==> src/rtl/sfifo_rd_ctrl_if.sv <==
// rtl/sfifo_rd_ctrl_if.sv - FIFO read port and output stream bundle for the read controller
interface sfifo_rd_ctrl_if #(
  parameter int DATA_WIDTH = 8
);
  // FIFO read port
  logic                  sfifo_empty;
  logic                  sfifo_low_th;
  logic                  sfifo_valid;
  logic                  sfifo_ud;
  logic [DATA_WIDTH-1:0] sfifo_data;
  logic                  rd;

  // Downstream stream
  logic                  out_valid;
  logic                  out_ready;
  logic [DATA_WIDTH-1:0] out_data;

  // Controller side
  modport master (
    input  sfifo_empty,
    input  sfifo_low_th,
    input  sfifo_valid,
    input  sfifo_ud,
    input  sfifo_data,
    input  out_ready,
    output rd,
    output out_valid,
    output out_data
  );

  // FIFO plus consumer side
  modport slave (
    output sfifo_empty,
    output sfifo_low_th,
    output sfifo_valid,
    output sfifo_ud,
    output sfifo_data,
    output out_ready,
    input  rd,
    input  out_valid,
    input  out_data
  );
endinterface

==> src/rtl/sfifo_rd_ctrl.sv <==
// rtl/sfifo_rd_ctrl.sv - FIFO read-side drain controller with 2-entry skid buffer
module sfifo_rd_ctrl #(
  parameter int DATA_WIDTH = 8,
  parameter int CNT_WIDTH  = 16
) (
  input  logic                 clk,
  input  logic                 rst_n,
  sfifo_rd_ctrl_if.master      bus,
  input  logic                 flush,
  output logic                 flush_done,
  output logic                 drain_busy,
  output logic [CNT_WIDTH-1:0] word_cnt,
  output logic                 err_ud,
  input  logic                 err_clr
);

  typedef enum logic {
    IDLE  = 1'b0,
    DRAIN = 1'b1
  } state_e;

  state_e                state_q;
  logic                  flush_pend_q;
  logic                  flush_done_q;
  logic                  drain_busy_q;
  logic                  rd_q;
  logic                  rd_d;

  logic [DATA_WIDTH-1:0] buf0_q, buf0_d;
  logic [DATA_WIDTH-1:0] buf1_q, buf1_d;
  logic [1:0]            buf_cnt_q, buf_cnt_d;
  logic [1:0]            cnt_after_pop;
  logic                  pop;
  logic                  out_valid;
  logic                  capture;
  logic                  drop;
  logic [2:0]            occupancy;
  logic                  drain_exit;

  logic [CNT_WIDTH-1:0]  word_cnt_q, word_cnt_d;
  logic                  err_ud_q, err_ud_d;

  // Stream handshake and pop-issue decision; occupancy counts buffered plus in-flight words
  always_comb begin
    out_valid  = (buf_cnt_q != 2'd0);
    pop        = out_valid && bus.out_ready;
    occupancy  = {1'b0, buf_cnt_q} + {2'b00, rd_q} - {2'b00, pop};
    rd_d       = drain_busy_q && !bus.sfifo_empty && (occupancy < 3'd2);
    drain_exit = bus.sfifo_empty && !rd_q;
  end

  assign bus.rd        = rd_d;
  assign bus.out_valid = out_valid;
  assign bus.out_data  = out_valid ? buf0_q : '0;
  assign flush_done    = flush_done_q;
  assign drain_busy    = drain_busy_q;
  assign word_cnt      = word_cnt_q;
  assign err_ud        = err_ud_q;

  // Drain FSM with registered busy/done outputs and the pending-flush latch
  always_ff @(posedge clk or negedge rst_n) begin
    if (!rst_n) begin
      state_q      <= IDLE;
      flush_pend_q <= 1'b0;
      flush_done_q <= 1'b0;
      drain_busy_q <= 1'b0;
    end else begin
      case (state_q)
        IDLE: begin
          flush_done_q <= 1'b0;
          flush_pend_q <= flush_pend_q || flush;
          if (!bus.sfifo_low_th || flush || flush_pend_q) begin
            state_q      <= DRAIN;
            drain_busy_q <= 1'b1;
          end
        end
        DRAIN: begin
          if (drain_exit) begin
            state_q      <= IDLE;
            drain_busy_q <= 1'b0;
            flush_done_q <= flush_pend_q;
            // A flush landing on the exit cycle re-arms so the FSM drains again
            flush_pend_q <= flush;
          end else begin
            flush_done_q <= 1'b0;
            flush_pend_q <= flush_pend_q || flush;
          end
        end
        default: begin
          state_q      <= IDLE;
          drain_busy_q <= 1'b0;
          flush_done_q <= 1'b0;
        end
      endcase
    end
  end

  // One word can be in flight from the FIFO; track it so rd never overfills the buffer
  always_ff @(posedge clk or negedge rst_n) begin
    if (!rst_n) begin
      rd_q <= 1'b0;
    end else begin
      rd_q <= rd_d;
    end
  end

  // Skid buffer next state: head at buf0, pop shifts down, capture goes to the first free slot
  always_comb begin
    buf0_d        = buf0_q;
    buf1_d        = buf1_q;
    cnt_after_pop = buf_cnt_q - {1'b0, pop};
    drop          = bus.sfifo_valid && (buf_cnt_q == 2'd2) && !pop;
    capture       = bus.sfifo_valid && !drop;
    if (pop) begin
      buf0_d = buf1_q;
    end
    if (capture) begin
      if (cnt_after_pop == 2'd0) begin
        buf0_d = bus.sfifo_data;
      end else begin
        buf1_d = bus.sfifo_data;
      end
    end
    buf_cnt_d = cnt_after_pop + {1'b0, capture};
  end

  // Skid buffer storage; reset discards anything buffered
  always_ff @(posedge clk or negedge rst_n) begin
    if (!rst_n) begin
      buf0_q    <= '0;
      buf1_q    <= '0;
      buf_cnt_q <= 2'd0;
    end else begin
      buf0_q    <= buf0_d;
      buf1_q    <= buf1_d;
      buf_cnt_q <= buf_cnt_d;
    end
  end

  // Delivered-word counter (wraps) and sticky error; setting beats clearing
  always_comb begin
    word_cnt_d = word_cnt_q + CNT_WIDTH'(pop);
    if (bus.sfifo_ud || drop) begin
      err_ud_d = 1'b1;
    end else if (err_clr) begin
      err_ud_d = 1'b0;
    end else begin
      err_ud_d = err_ud_q;
    end
  end

  // Status registers
  always_ff @(posedge clk or negedge rst_n) begin
    if (!rst_n) begin
      word_cnt_q <= '0;
      err_ud_q   <= 1'b0;
    end else begin
      word_cnt_q <= word_cnt_d;
      err_ud_q   <= err_ud_d;
    end
  end

endmodule

==> src/flat_wrapper.sv <==
// flat-port wrapper written by rule: the top's interface ports become plain ports
module sfifo_rd_ctrl_flat 
#(
  parameter int DATA_WIDTH = 8,
  parameter int CNT_WIDTH  = 16
)
  (clk, rst_n, flush, flush_done, drain_busy, word_cnt, err_ud, err_clr, bus_sfifo_empty, bus_sfifo_low_th, bus_sfifo_valid, bus_sfifo_ud, bus_sfifo_data, bus_out_ready, bus_rd, bus_out_valid, bus_out_data);
  sfifo_rd_ctrl_if #(.DATA_WIDTH(DATA_WIDTH)) bus_i ();
  input  logic clk;
  input  logic rst_n;
  input  logic flush;
  output logic flush_done;
  output logic drain_busy;
  output logic [CNT_WIDTH-1:0] word_cnt;
  output logic err_ud;
  input  logic err_clr;
  input wire logic [$bits(bus_i.sfifo_empty)-1:0] bus_sfifo_empty;
  input wire logic [$bits(bus_i.sfifo_low_th)-1:0] bus_sfifo_low_th;
  input wire logic [$bits(bus_i.sfifo_valid)-1:0] bus_sfifo_valid;
  input wire logic [$bits(bus_i.sfifo_ud)-1:0] bus_sfifo_ud;
  input wire logic [$bits(bus_i.sfifo_data)-1:0] bus_sfifo_data;
  input wire logic [$bits(bus_i.out_ready)-1:0] bus_out_ready;
  output wire logic [$bits(bus_i.rd)-1:0] bus_rd;
  output wire logic [$bits(bus_i.out_valid)-1:0] bus_out_valid;
  output wire logic [$bits(bus_i.out_data)-1:0] bus_out_data;
  assign bus_i.sfifo_empty = bus_sfifo_empty;
  assign bus_i.sfifo_low_th = bus_sfifo_low_th;
  assign bus_i.sfifo_valid = bus_sfifo_valid;
  assign bus_i.sfifo_ud = bus_sfifo_ud;
  assign bus_i.sfifo_data = bus_sfifo_data;
  assign bus_i.out_ready = bus_out_ready;
  assign bus_rd = bus_i.rd;
  assign bus_out_valid = bus_i.out_valid;
  assign bus_out_data = bus_i.out_data;
  sfifo_rd_ctrl #(.DATA_WIDTH(DATA_WIDTH), .CNT_WIDTH(CNT_WIDTH)) u_core (.clk(clk), .rst_n(rst_n), .bus(bus_i), .flush(flush), .flush_done(flush_done), .drain_busy(drain_busy), .word_cnt(word_cnt), .err_ud(err_ud), .err_clr(err_clr));
endmodule
==> config.mk <==
export PLATFORM = sky130hd
export DESIGN_NAME = sfifo_rd_ctrl_flat
export DESIGN_NICKNAME = d
export VERILOG_FILES = /design/src/rtl/sfifo_rd_ctrl_if.sv /design/src/rtl/sfifo_rd_ctrl.sv /design/src/flat_wrapper.sv
export SDC_FILE = /design/constraint.sdc
export NUM_CORES = 1
export LEC_CHECK = 0
export BUFFER_PORTS_ARGS = -buffer_cell sky130_fd_sc_hd__buf_2
export CORE_ASPECT_RATIO = 2
export CORE_MARGIN = 3
export CORE_UTILIZATION = 52
export DETAILED_ROUTE_END_ITERATION = 12
export PLACE_DENSITY = 0.78
export SYNTH_ARGS = -nofsm -noshare
export SYNTH_HDL_FRONTEND = slang
export SYNTH_SLANG_ARGS = --single-unit
==> constraint.sdc <==
create_clock -name clk -period 2.3 [get_ports clk]
set_input_delay 0.115 -clock clk [delete_from_list [all_inputs] [get_ports clk]]
set_output_delay 0.115 -clock clk [all_outputs]
set_load 0.02 [all_outputs]
## Yosys cells after proc, flatten, opt, wreduce, memory -nomap -nowiden

Cells that the tools add are included.

| word-level totals | value |
|---|---|
| register bits | 40 |
| input port bits | 17 |
| logic and storage cells | 58 |

| operators by class | value |
|---|---|
| add/subtract/negate cells | 5 |
| magnitude comparators | 1 |
| equal/unequal tests | 3 |
| muxes and demuxes | 16 |
| bitwise logic cells | 2 |
| reductions and logical operators | 21 |

Operators by type and width:

| operator | count |
|---|---|
| two-way mux 8 bit | 4 |
| adder 16 x 1 -> 16 bit | 1 |
| two-way mux 1 bit | 8 |
| one-hot mux 1 bit (2 select lines) | 4 |
| logical AND 1 bit | 7 |
| zero test 1 bit | 5 |
| logical OR 1 bit | 4 |
| AND reduction 2 bit | 2 |
| nonzero test 2 bit | 2 |
| adder 2 x 1 -> 3 bit | 1 |
| less-than comparator 3 x 2 -> 1 bit, second input constant | 1 |
| subtractor 3 x 1 -> 3 bit | 1 |
| adder 2 x 1 -> 2 bit | 1 |
| == test 2 bit, second input constant | 1 |
| zero test 2 bit | 1 |
| inequality test 2 x 1 -> 1 bit, second input constant | 1 |
| inequality test 2 bit, second input constant | 1 |
| inverter 1 bit | 2 |
| subtractor 2 x 1 -> 2 bit | 1 |

## Longest topological paths before layout

Gate-level depths: netlist of the first run.

| depth | value |
|---|---|
| depth after elaboration | 7 |
| mapped depth | 7 |
| mapped depth without buffers | 7 |

## Worst setup path before layout of the first run

Ideal clock, no wire load.

| timing | value |
|---|---|
| kind | reg2reg |
| start | register u_core.buf_cnt_q[1] |
| end | register u_core.rd_q |
| setup time | 185 ps |
| arrival | 1977 ps |
| setup slack | 138 ps |
| stages on the path, launching flop included | 6 |
| path buffers | 0 |
| cell sequence | dfrtp_1 > o21ai_2 > nor2_1 > fa_1 > xor2_1 > nor3_1 |

| on the way | value |
|---|---|
| word-level cells in the longest chain between the ends | 5 |
| elaborated cells between the ends (all ways) | 6 |

RTL lines:

| what | line | RTL |
|---|---|---|
| start: declaration | sfifo_rd_ctrl.sv:31 | `logic [1:0] buf_cnt_q, buf_cnt_d;` |
| start signal: assignment | sfifo_rd_ctrl.sv:136 | `buf_cnt_q <= buf_cnt_d;` |
| parallel branches: the longest is 2 deep, another holds adder 2 x 1 -> 3 bit | n/a |  |
| subtractor 3 x 1 -> 3 bit (*) | sfifo_rd_ctrl.sv:47 | `occupancy = {1'b0, buf_cnt_q} + {2'b00, rd_q} - {2'b00, pop};` |
| less-than comparator 3 x 2 -> 1 bit (*) | sfifo_rd_ctrl.sv:48 | `rd_d = drain_busy_q && !bus.sfifo_empty && (occupancy < 3'd2);` |
| logical AND 1 bit (*) | sfifo_rd_ctrl.sv:48 |  |
| named net bus_rd | flat_wrapper.sv:23 | `output wire logic [$bits(bus_i.rd)-1:0] bus_rd;` |
| end signal: assignment | sfifo_rd_ctrl.sv:103 | `rd_q <= rd_d;` |
| end: declaration | sfifo_rd_ctrl.sv:26 | `logic rd_q;` |

Mark *: on every way through the listed nets, which the timed path passes.
A chain may end at the register's enable or synchronous reset.

## Final worst setup path of the first run

| timing | value |
|---|---|
| start | register u_core.buf_cnt_q[1] |
| end | output bus_rd |

| on the way | value |
|---|---|
| word-level cells in the longest chain between the ends | 5 |
| elaborated cells between the ends (all ways) | 6 |

RTL lines:

| what | line |
|---|---|
| parallel branches: the longest is 2 deep, another holds adder 2 x 1 -> 3 bit | n/a |
| subtractor 3 x 1 -> 3 bit (*) | sfifo_rd_ctrl.sv:47 |
| less-than comparator 3 x 2 -> 1 bit (*) | sfifo_rd_ctrl.sv:48 |
| logical AND 1 bit (*) | sfifo_rd_ctrl.sv:48 |
| end: declaration | flat_wrapper.sv:23 |

Mark *: on every way between the ends.

==> results of run 1 <==
## cell usage in the layout, fill, tap and decap left out, drive strengths merged
master | synthesis | routed
dlygate4sd3 | 0 | 1
and4 | 3 | 3
clkbuf | 1 | 5
nor2b | 10 | 10
inv | 7 | 7
dfrtp | 40 | 40
nand3b | 2 | 2
a21o | 2 | 2
a21boi | 1 | 1
xnor2 | 11 | 11
nand4 | 7 | 7
nor4 | 3 | 3
nor3 | 1 | 1
xor2 | 6 | 6
buf | 0 | 46
nor2 | 5 | 5
and2 | 2 | 2
and3 | 1 | 1
ha | 3 | 3
a311o | 1 | 1
bufinv | 0 | 3
a21oi | 1 | 1
fa | 1 | 1
o21a | 1 | 1
o21ai | 4 | 4
nand3 | 5 | 5
or3b | 1 | 1
nand2 | 5 | 5
mux2 | 24 | 24
## metal layers
| layer | track usage | vias to the layer above |
|---|---|---|
| met3 | 0.0439 | 7 |
| met4 | 0.101 | 0 |
| met5 | 0 | - |
| met1 | 0.221 | 648 |
| met2 | 0.326 | 42 |
| li1 | - | 628 |
## cell families (layout without fill, tap and decap cells)
| family | count (synthesis) | count (layout) | synth area share |
|---|---|---|---|
| simple gates | 45 | 45 | 0.144 |
| flops | 40 | 40 | 0.542 |
| mux | 24 | 24 | 0.146 |
| xor+xnor | 17 | 17 | 0.0807 |
| compound gates | 10 | 10 | 0.0393 |
| buf+inv | 8 | 62 | 0.0163 |
| fa+ha+maj | 4 | 4 | 0.0312 |
## flip-flops by register name (all words and copies together), names as in the netlist, 2 cells and up
name	count
u_core.word_cnt	16
u_core.buf0_q	8
u_core.buf1_q	8
u_core.buf_cnt_q	2
## synthesized netlist by cell type, drive strengths merged (2+ instances only)
cell,number,area [um2]
dfrtp,40,1000
mux2,24,270
xnor2,11,96.3
nor2b,10,62.6
inv,7,26.3
nand4,7,43.8
xor2,6,52.6
nand2,5,18.8
nand3,5,25.0
nor2,5,18.8
o21ai,4,27.5
and4,3,26.3
ha,3,37.5
nor4,3,18.8
a21o,2,15.0
and2,2,12.5
nand3b,2,18.8
## power breakdown
part           switching (uW)  internal (uW)  leakage [uW]
clock network             243            543     0.0000784
registers                 190            950      0.000496
logic                     579            516      0.000551
## how the worst max path moves through the flow
stage                                to                start  slack, ns  cells after the start
floorplan                   u_core.rd_q  u_core.buf_cnt_q[1]       0.14                      5
detailed placement  u_core.word_cnt[14]  u_core.buf_cnt_q[1]       0.32                      8
global placement    u_core.word_cnt[14]  u_core.buf_cnt_q[1]       0.53                      8
CTS                              bus_rd  u_core.buf_cnt_q[1]       0.14                      6
global route                     bus_rd  u_core.buf_cnt_q[1]       0.04                      6
finish                           bus_rd  u_core.buf_cnt_q[1]       0.16                      6
## layout make-up
class                           instances  share of cell area
Sequential cell                        40               0.435
Multi-Input combinational cell        100               0.354
Timing Repair Buffer                   47               0.105
Clock inverter                          3              0.0391
Clock buffer                            5              0.0299
Tap cell                               48              0.0261
Inverter                                7              0.0114
## per-stage QoR
step	cell area, um2	utilization	hold WS, ns
floorplan	1850	-	-0.181
global placement	2130	0.625	0.253
detailed placement	2130	0.625	0.283
CTS	2300	0.674	0.00627
global route	2300	0.674	0.00324
finish	2300	0.674	0.0128
## timing repair
item                       4_1_cts  5_1_grt
setup endpoints to repair        0        0
hold buffers                     1        0
resized for setup                0        0
hold endpoints to repair        40        0
==> summary.md, run 1 <==
| Metric | Value |
|---|---|
| Die Y | 90.3 um |
| Global route overflow | 0 |
| CP Data Required Time | 2.18 ns |
| Row count | 30 |
| Largest delay share family, worst path | flip-flops |
| Final wirelength | 3740 um |
| Setup Viol. Count Final | 0 |
| Placed cells | 241 |
| Post-synthesis register bit count | 40 |
| Vias per Instance | 5.30 |
| Worst Setup Slack, final | 0.161 ns |
| Setup Skew | 0.0105 ns |
| Worst-Margin Slew | 0.852 ns |
| Post-synthesis sequential area ratio | 0.542 |
| Synth Warn # | 0 |
| Slowest CP cell | dfrtp_1 |
| Initial DRC count | 14 |
| Synth Flop Type | dfrtp_1 |
| Reg-to-reg slack, setup | 0.27 ns |
| Hold Crit Start | bus_sfifo_empty |
| Htree depth | 2 |
| Global Route Usage Sum | 0.198 |
| Floorplan core area | 3420 um2 |
| Largest net degree at the start of global routing | 41 |
| DP HPWL | 2840 um |
| DR top layer | met4 |
| Final ANT Viol Nets | 0 |
| Peak supply drop | 0.907 mV |
| Worst EP arrival | 2.02 ns |
| Sum Neg Setup Slack | 0 ns |
| Io pins | 46 |
| Leak | 0.00113 uW |
| Post-Syn Instances | 148 |
| Worst-skew pair later-pin latency | 0.29 ns |
| Worst stage delay on the critical path | 0.48 ns |
| Global-route wire length before repair | 6200 um |
| Post-synth EDFFs | 0 |
| Critical Path End Type | output port |
| Crit path max fanout | 7 |
| Reg-to-Reg Start | u_core.buf_cnt_q[1] |
| Vias | 1325 |
| Area growth from synthesis to layout | 24.8% |
| Wire per inst | 14.9 um |
| Metal2 WL | 2100 um |
| Filler cells | 270 |
| Status | finished clean |
| Nets | 222 |
| Power Dens Cells | 1310 nW/um2 |
| Worst path buffer plus inverter count | 1 |
| Setup CP Type | reg -> out |
| Detailed Routing Iterations Pass 1 | 4 |
| Clk buf depth | 2 |
| Final max-slew violation count | 0 |
| Worst R2R Path Depth | 8 |
| Layout Cells excl Fill | 250 |
| Input/output buffers | 45 |
| Min-delay worst type | in -> reg |
| Hold path depth | 2 |
| Max-cap viol count | 0 |
| Placer Congestion | 0.828 |
| Mapped Avg Cell Area | 12.5 um2 |
| Hold EP | u_core.rd_q |
| Die width | 48.1 um |
| Asr flop ratio synth | 1.00 |
| Fmax | 467 MHz |
| Multi-input logic area | 815 um2 |
| R2r endpoint | u_core.word_cnt[14] |
| DRC viols | 0 |
| Final worst path period need | 2.14 ns |
| Die area | 4340 um2 |
| Synth Cell Area | 1850 um2 |
| Clk slew on worst S/H paths | 0.08 ns |
| Setup repair after global routing missed its margin | no |
| Starting Density | 0.540 |
| Register area | 1000 um2 |
| Syn nets | 169 |
| Number of global-route vias before repair | 1400 |
| Post-synth cell types | 28 |
| Share of layout cells above drive strength 1 | 0.406 |
| Initial antenna violation count | 0 |
| Met1 wire length | 1350 um |
| Final Power | 3020 uW |
| CTS Root Cell | clkbuf_8 |
| Final worst-path cycle share | 0.930 |
| WL met3 | 195 um |
| Clock Sinks | 40 |
| Startpoint types | flip-flop |
| Worst slack, placed | 0.320 ns |
| CTS tree | built |
| Crit-path cells | o21ai_2 > nor2_1 > fa_1 > xor2_1 > nor3_1 > buf_2 |
| Post-CTS setup buffer count | 0 |
| # diodes | 0 |
| CTS Buf Count | 5 |
| Max_slew headroom | 0.432 |
| Endpoints failing hold | 0 |
Power figures use the tool's default switching activity.
==> run 2, diff against run 1 <==
--- a/config.mk
+++ b/config.mk
@@ -5,12 +5,13 @@
 export SDC_FILE = /design/constraint.sdc
 export NUM_CORES = 1
 export LEC_CHECK = 0
+export ABC_AREA = 1
 export BUFFER_PORTS_ARGS = -buffer_cell sky130_fd_sc_hd__buf_2
 export CORE_ASPECT_RATIO = 2
 export CORE_MARGIN = 3
-export CORE_UTILIZATION = 52
+export CORE_UTILIZATION = 53
 export DETAILED_ROUTE_END_ITERATION = 12
-export PLACE_DENSITY = 0.78
+export PLACE_DENSITY = 0.79
 export SYNTH_ARGS = -nofsm -noshare
 export SYNTH_HDL_FRONTEND = slang
 export SYNTH_SLANG_ARGS = --single-unit
==> run 2 against run 1 <==
Against the previous run: final cell count increased by 39%; first-iteration DRC count rose by 110%; clock-buffer cell count up 2; global-route usage up 0.62 points; flip-flop and latch count did not move; wire length is 16% higher; critical path depth rose by 3; non-clock buffer count increased by 7; clock skew fell by 0.0069 ns; critical path type unchanged; largest power group is now combinational logic.
==> summary.md, run 2 <==
| Metric | Value |
|---|---|
| Startpoint types | flip-flop |
| Critical Path End Type | output port |
| # diodes | 0 |
| Setup CP Type | reg -> out |
| Final Power | 2820 uW |
| Global route overflow | 0 |
| Count leader, synth | nand2_1 |
| Hold EP | u_core.err_ud |
| Post-Syn Instances | 243 |
| Worst-Margin Slew | 0.872 ns |
| Clock Sinks | 40 |
| Clk slew on worst S/H paths | 0.07 ns |
| Detailed Routing Iterations Pass 1 | 4 |
| Htree depth | 2 |
| Wire per inst | 12.5 um |
| DRC viols | 0 |
| Synth Cell Area | 1970 um2 |
| Post-synth EDFFs | 0 |
| Synth Warn # | 0 |
| Synth Flop Type | dfrtp_1 |
| Most instantiated cells after synthesis | nand2_1, dfrtp_1, nor2_1, inv_1, nand4_1 |
| Hold Crit Start | bus_sfifo_ud |
| Worst stage delay on the critical path | 0.49 ns |
| Largest delay share family, worst path | simple AND/OR/NAND/NOR gates |
| Nets | 321 |
| CTS Root Cell | clkbuf_8 |
| Final worst-path cycle share | 0.957 |
| Fmax | 454 MHz |
| Max-cap viol count | 0 |
| Setup Skew | 0.00363 ns |
| Register area | 1000 um2 |
| Endpoints failing hold | 0 |
| Max_slew headroom | 0.419 |
| Seq pwr share | 0.395 |
| Reg-to-Reg Start | u_core.buf_cnt_q[0] |
| Die area | 4530 um2 |
| Multi-input logic area | 863 um2 |
| Net Switching | 1160 uW |
| Number of flip-flops in the largest register | 16 |
| Filler cells | 319 |
| Final ANT Viol Nets | 0 |
| Row count | 30 |
| Post-layout util | 0.691 |
| Syn nets | 264 |
| Input/output buffers | 45 |
| Synth area leaders | dfrtp_1, nand2_1, nor2_1 |
| Sw Ratio | 0.410 |
| Largest net degree at the start of global routing | 41 |
| Starting Density | 0.564 |
| Synth top area share | 0.508 |
| Slowest CP cell | fa_1 |
| Leak | 0.00132 uW |
| Io pins | 46 |
| Post-synthesis register bit count | 40 |
| Placer Congestion | 0.803 |
| Initial DRC count | 30 |
| Setup Viol. Count Final | 0 |
| Post-synthesis sequential area ratio | 0.508 |
| Clock power share | 0.171 |
| Area leader, netlist | dfrtp_1 |
| Worst-skew pair later-pin latency | 0.28 ns |
| Vias | 1718 |
| CP Data Required Time | 2.18 ns |
| Crit-path cells | inv_2 > nand2_1 > nand2_2 > nor2_4 > o21ai_1 > fa_1 > nand2_1 > nor3_2 > buf_4 |
| Global Route Usage Sum | 0.204 |
| Asr flop ratio synth | 1.00 |
| Internal Power | 1670 uW |
| Clk buf depth | 2 |
| Vias per Instance | 4.94 |
| Hold path depth | 3 |
| Status | finished clean |
| Initial antenna violation count | 0 |
| Final wirelength | 4340 um |
| Logic pwr share | 0.434 |
| Area growth from synthesis to layout | 22.6% |
| Worst EP arrival | 2.09 ns |
| Crit path max fanout | 5 |
| DP HPWL | 3260 um |
| Number of global-route vias before repair | 1612 |
| Most common cell after layout, fill and taps aside | nand2_1 |
| Global-route wire length before repair | 7090 um |
| Post-synth cell types | 25 |
| Worst path buffer plus inverter count | 2 |
| CTS tree | built |
| Peak supply drop | 0.841 mV |
| Share of layout cells above drive strength 1 | 0.233 |
| Die width | 49.1 um |
| Mapped Avg Cell Area | 8.10 um2 |
| Worst R2R Path Depth | 8 |
| Floorplan core area | 3490 um2 |
| Die Y | 92.2 um |
| Reg-to-reg slack, setup | 0.32 ns |
| Critical Path Most Common Cell | nand2_1 |
| R2r endpoint | u_core.word_cnt[10] |
| Final worst path period need | 2.20 ns |
| Final max-slew violation count | 0 |
| Min-delay worst type | in -> reg |
| Power Dens Cells | 1170 nW/um2 |
| CTS Buf Count | 5 |
| Most frequent cells in the layout | nand2_1, buf_2, dfrtp_1 |
-- run 2: cells by family after synthesis --
group	count (synthesis)	share of synthesized area
compound gates	10	0.0413
xor+xnor	11	0.0489
fa+ha+maj	4	0.0292
buf+inv	29	0.0597
flops	40	0.508
simple gates	149	0.313
-- run 2: power groups by stage --
stage	Sequential, uW	Clock, uW	Combinational [uW]
floorplan	1180	0	727
global placement	1120	0	1140
detailed placement	1130	0	1160
CTS	1110	498	1190
global route	1140	528	1380
finish	1120	482	1230
-- run 2: worst max path at each step --
| stage | from | cells after the start | endpoint | slack [ns] |
|---|---|---|---|---|
| 2_1_floorplan | u_core.buf_cnt_q[1] | 8 | u_core.rd_q | 0.01 |
| 3_3_place_gp | u_core.buf_cnt_q[1] | 9 | bus_rd | 0.24 |
| 3_5_place_dp | u_core.buf_cnt_q[1] | 9 | bus_rd | 0.16 |
| 4_1_cts | u_core.buf_cnt_q[0] | 9 | bus_rd | 0.02 |
| 5_1_grt | u_core.buf_cnt_q[0] | 9 | bus_rd | -0.006 |
| 6_report | u_core.buf_cnt_q[0] | 9 | bus_rd | 0.1 |
-- run 2: final cells by class --
class,count,area share
Clock buffer,7,0.0399
Inverter,25,0.0389
Multi-Input combinational cell,174,0.358
Sequential cell,40,0.415
Tap cell,48,0.0249
Timing Repair Buffer,54,0.123
-- run 2: tightest hold or removal path, stage by stage --
cell,delay (ns)
buf_2,0.07
a21oi_1,0.03
nand2_1,0.05
-- run 2: timing repair --
item                                   4_1_cts  5_1_grt
hold buffers                                 1        0
endpoints found under the hold margin       40        0
setup endpoints to repair                    1        1
resized for setup                            2        4
pin swaps                                    0        1
setup buffers                                1        3
-- run 2: through the flow --
step	TNS, ns	setup slack, ns	area (um2)	hold WS (ns)	cells
floorplan	0	0.0114	1970	-0.181	243
global placement	0	0.237	2270	0.288	336
detailed placement	0	0.164	2270	0.280	336
CTS	0	0.0235	2380	0.00252	345
global route	-0.00553	-0.00553	2410	0.00764	348
finish	0	0.0979	2410	0.0194	348
-- run 2: layer usage --
metal  track usage  vias up  routed length [um]
met3        0.0358        2                 123
met5             0        -                   0
met2         0.401       37                2590
met1         0.200      807                1590
met4        0.0808        0                  34
li1              -      872                   -
==> run 3, diff against run 2 <==
--- a/config.mk
+++ b/config.mk
@@ -9,9 +9,8 @@
 export BUFFER_PORTS_ARGS = -buffer_cell sky130_fd_sc_hd__buf_2
 export CORE_ASPECT_RATIO = 2
 export CORE_MARGIN = 3
-export CORE_UTILIZATION = 53
+export CORE_UTILIZATION = 23
 export DETAILED_ROUTE_END_ITERATION = 12
-export PLACE_DENSITY = 0.79
 export SYNTH_ARGS = -nofsm -noshare
 export SYNTH_HDL_FRONTEND = slang
 export SYNTH_SLANG_ARGS = --single-unit
==> run 3 against run 2 <==
Against the previous run: the flow now finishes with violations (negative hold slack); cell area is 6.8% higher; critical path depth unchanged; non-clock buffer count up 1; critical path type unchanged; final cell count is 15% higher; worst setup slack got worse by 0.070 ns; first-iteration DRC count is 83% higher; highest routed layer unchanged; clock-buffer cell count shrank 2; combinational power increased by 5%.
==> summary.md, run 3 (synthesized netlist as in run 2, its figures left out) <==
| Metric | Value |
|---|---|
| Worst-skew pair later-pin latency | 0.29 ns |
| Number of flip-flops in the largest register | 16 |
| Floorplan core area | 8290 um2 |
| Max_slew headroom | 0.380 |
| Io pins | 46 |
| Input/output buffers | 45 |
| Peak supply drop | 0.367 mV |
| Clk buf depth | 2 |
| Final worst path period need | 2.27 ns |
| Worst-Margin Slew | 0.931 ns |
| Final wirelength | 4960 um |
| Worst stage delay on the critical path | 0.51 ns |
| Final instance area | 2580 um2 |
| Max-cap viol count | 0 |
| Global-route wire length before repair | 8270 um |
| DRC viols | 0 |
| Post-DP Area | 2340 um2 |
| CP Data Required Time | 2.18 ns |
| Detailed Routing Iterations Pass 1 | 4 |
| Row count | 47 |
| Die width | 71.4 um |
| Die Y | 137 um |
| Final hold slack | -0.0327 ns |
| Power Dens Cells | 1250 nW/um2 |
| Clk slew on worst S/H paths | 0.06 ns |
| Most common cell after layout, fill and taps aside | nand2_1 |
| Startpoint types | flip-flop |
| R2r endpoint | u_core.rd_q |
| Initial antenna violation count | 0 |
| # diodes | 0 |
| Min-delay worst type | in -> async |
| Global route overflow | 0 |
| CTS tree | built |
| Most frequent cells in the layout | nand2_1, buf_2, dfrtp_1 |
| Setup Skew | 0.00410 ns |
| Crit path max fanout | 3 |
| Htree depth | 2 |
| Placer Congestion | 0.803 |
| Critical Path End Type | output port |
| Setup Viol. Count Final | 0 |
| Number of global-route vias before repair | 1742 |
| CTS Buf Count | 5 |
| Reg-to-Reg Start | u_core.buf_cnt_q[0] |
| Critical Path Most Common Cell | nor2_4 |
| Global Route Usage Sum | 0.111 |
| Slowest CP cell | fa_1 |
| Failing checks | negative hold slack |
| Leak | 0.00137 uW |
| DP HPWL | 3910 um |
| Worst path buffer plus inverter count | 2 |
| Vias per Instance | 4.28 |
| Reg-to-reg slack, setup | 0.41 ns |
| Area growth from synthesis to layout | 30.9% |
| Die area | 9780 um2 |
| Crit-path cells | buf_6 > nor2_4 > nor2_4 > nor2_2 > o21ai_2 > fa_1 > nand2_1 > nor3_2 > buf_4 |
| Nets | 322 |
| Wire per inst | 12.4 um |
| Final max-slew violation count | 0 |
| Setup CP Type | reg -> out |
| Worst EP arrival | 2.16 ns |
| Status | finished with violations |
| Largest delay share family, worst path | simple AND/OR/NAND/NOR gates |
| Setup repair after global routing missed its margin | yes |
| Vias | 1712 |
| Final ANT Viol Nets | 0 |
| Initial DRC count | 55 |
| Largest net degree at the start of global routing | 41 |
| Worst R2R Path Depth | 9 |
| Fmax | 440 MHz |
| Endpoints failing hold | 40 |
| Final worst-path cycle share | 0.988 |
| Clock Sinks | 40 |
| Share of layout cells above drive strength 1 | 0.248 |
| CTS Root Cell | clkbuf_16 |
| Starting Density | 0.238 |
| CTS Hold Bufs | 0 |
## run 3: cell count changes in the layout (fill, tap and decap cells not counted), moves of 2 or more
cell	change
clkbuf_16	+5
clkbuf_8	-7
nor2_4	+2
nor2_1	-2
## run 3: layout make-up
cell class	instances	area, um2
flip-flops and latches	40	1000
repair buffers	55	307
inverters	25	93.8
multi-input cells	174	882
well taps	98	123
fillers	891	5710
clock inverters	3	46.3
clock buffers	5	125
## run 3: power breakdown
part | internal (uW) | switching (uW) | total, uW | leakage (uW)
clock network | 515 | 294 | 809 | 0.0000804
logic | 492 | 799 | 1290 | 0.000791
registers | 942 | 175 | 1120 | 0.000495
## run 3: worst max path at each step
stage	from	to	slack [ns]	cells past startpoint
final	u_core.buf_cnt_q[0]	bus_rd	0.03	9
after CTS	u_core.buf_cnt_q[0]	bus_rd	0.009	9
after detailed placement	u_core.buf_cnt_q[1]	bus_rd	0.19	9
after floorplan	u_core.buf_cnt_q[1]	u_core.rd_q	0.01	8
after global placement	u_core.buf_cnt_q[1]	bus_rd	0.33	9
after global routing	u_core.buf_cnt_q[0]	bus_rd	-0.11	9
## run 3: layer usage
metal / track usage / vias to the layer above / wire length (um)
met5: 0 / - / 0
met4: 0.0565 / 0 / 114
met3: 0.0257 / 7 / 210
met2: 0.222 / 40 / 3000
met1: 0.0986 / 790 / 1630
li1: - / 875 / -
## run 3: metrics by stage
stage	setup WS (ns)	utilization	std cells	setup TNS [ns]	total power, uW
after detailed placement	0.189	0.282	387	0	2340
after CTS	0.00934	0.304	396	0	3190
after global routing	-0.106	0.311	400	-0.106	3470
after floorplan	0.0114	-	243	0	1900
final	0.0283	0.311	400	0	3220
after global placement	0.329	0.282	387	0	2300
## run 3: worst reg2reg max path, cell delays in order, from the launching register on
cell and delay, ns:
dfrtp_1 0.42, buf_6 0.15, nor2_4 0.11, nor2_4 0.06
nor2_2 0.12, o21ai_2 0.08, fa_1 0.51, nand2_1 0.06
nor3_2 0.20, buf_4 0.14
## run 3: what timing repair did
| item | CTS | global route |
|---|---|---|
| setup buffers | 1 | 4 |
| endpoints found under the setup margin | 1 | 1 |
| gates resized for setup | 4 | 7 |
| pin swaps | 0 | 7 |
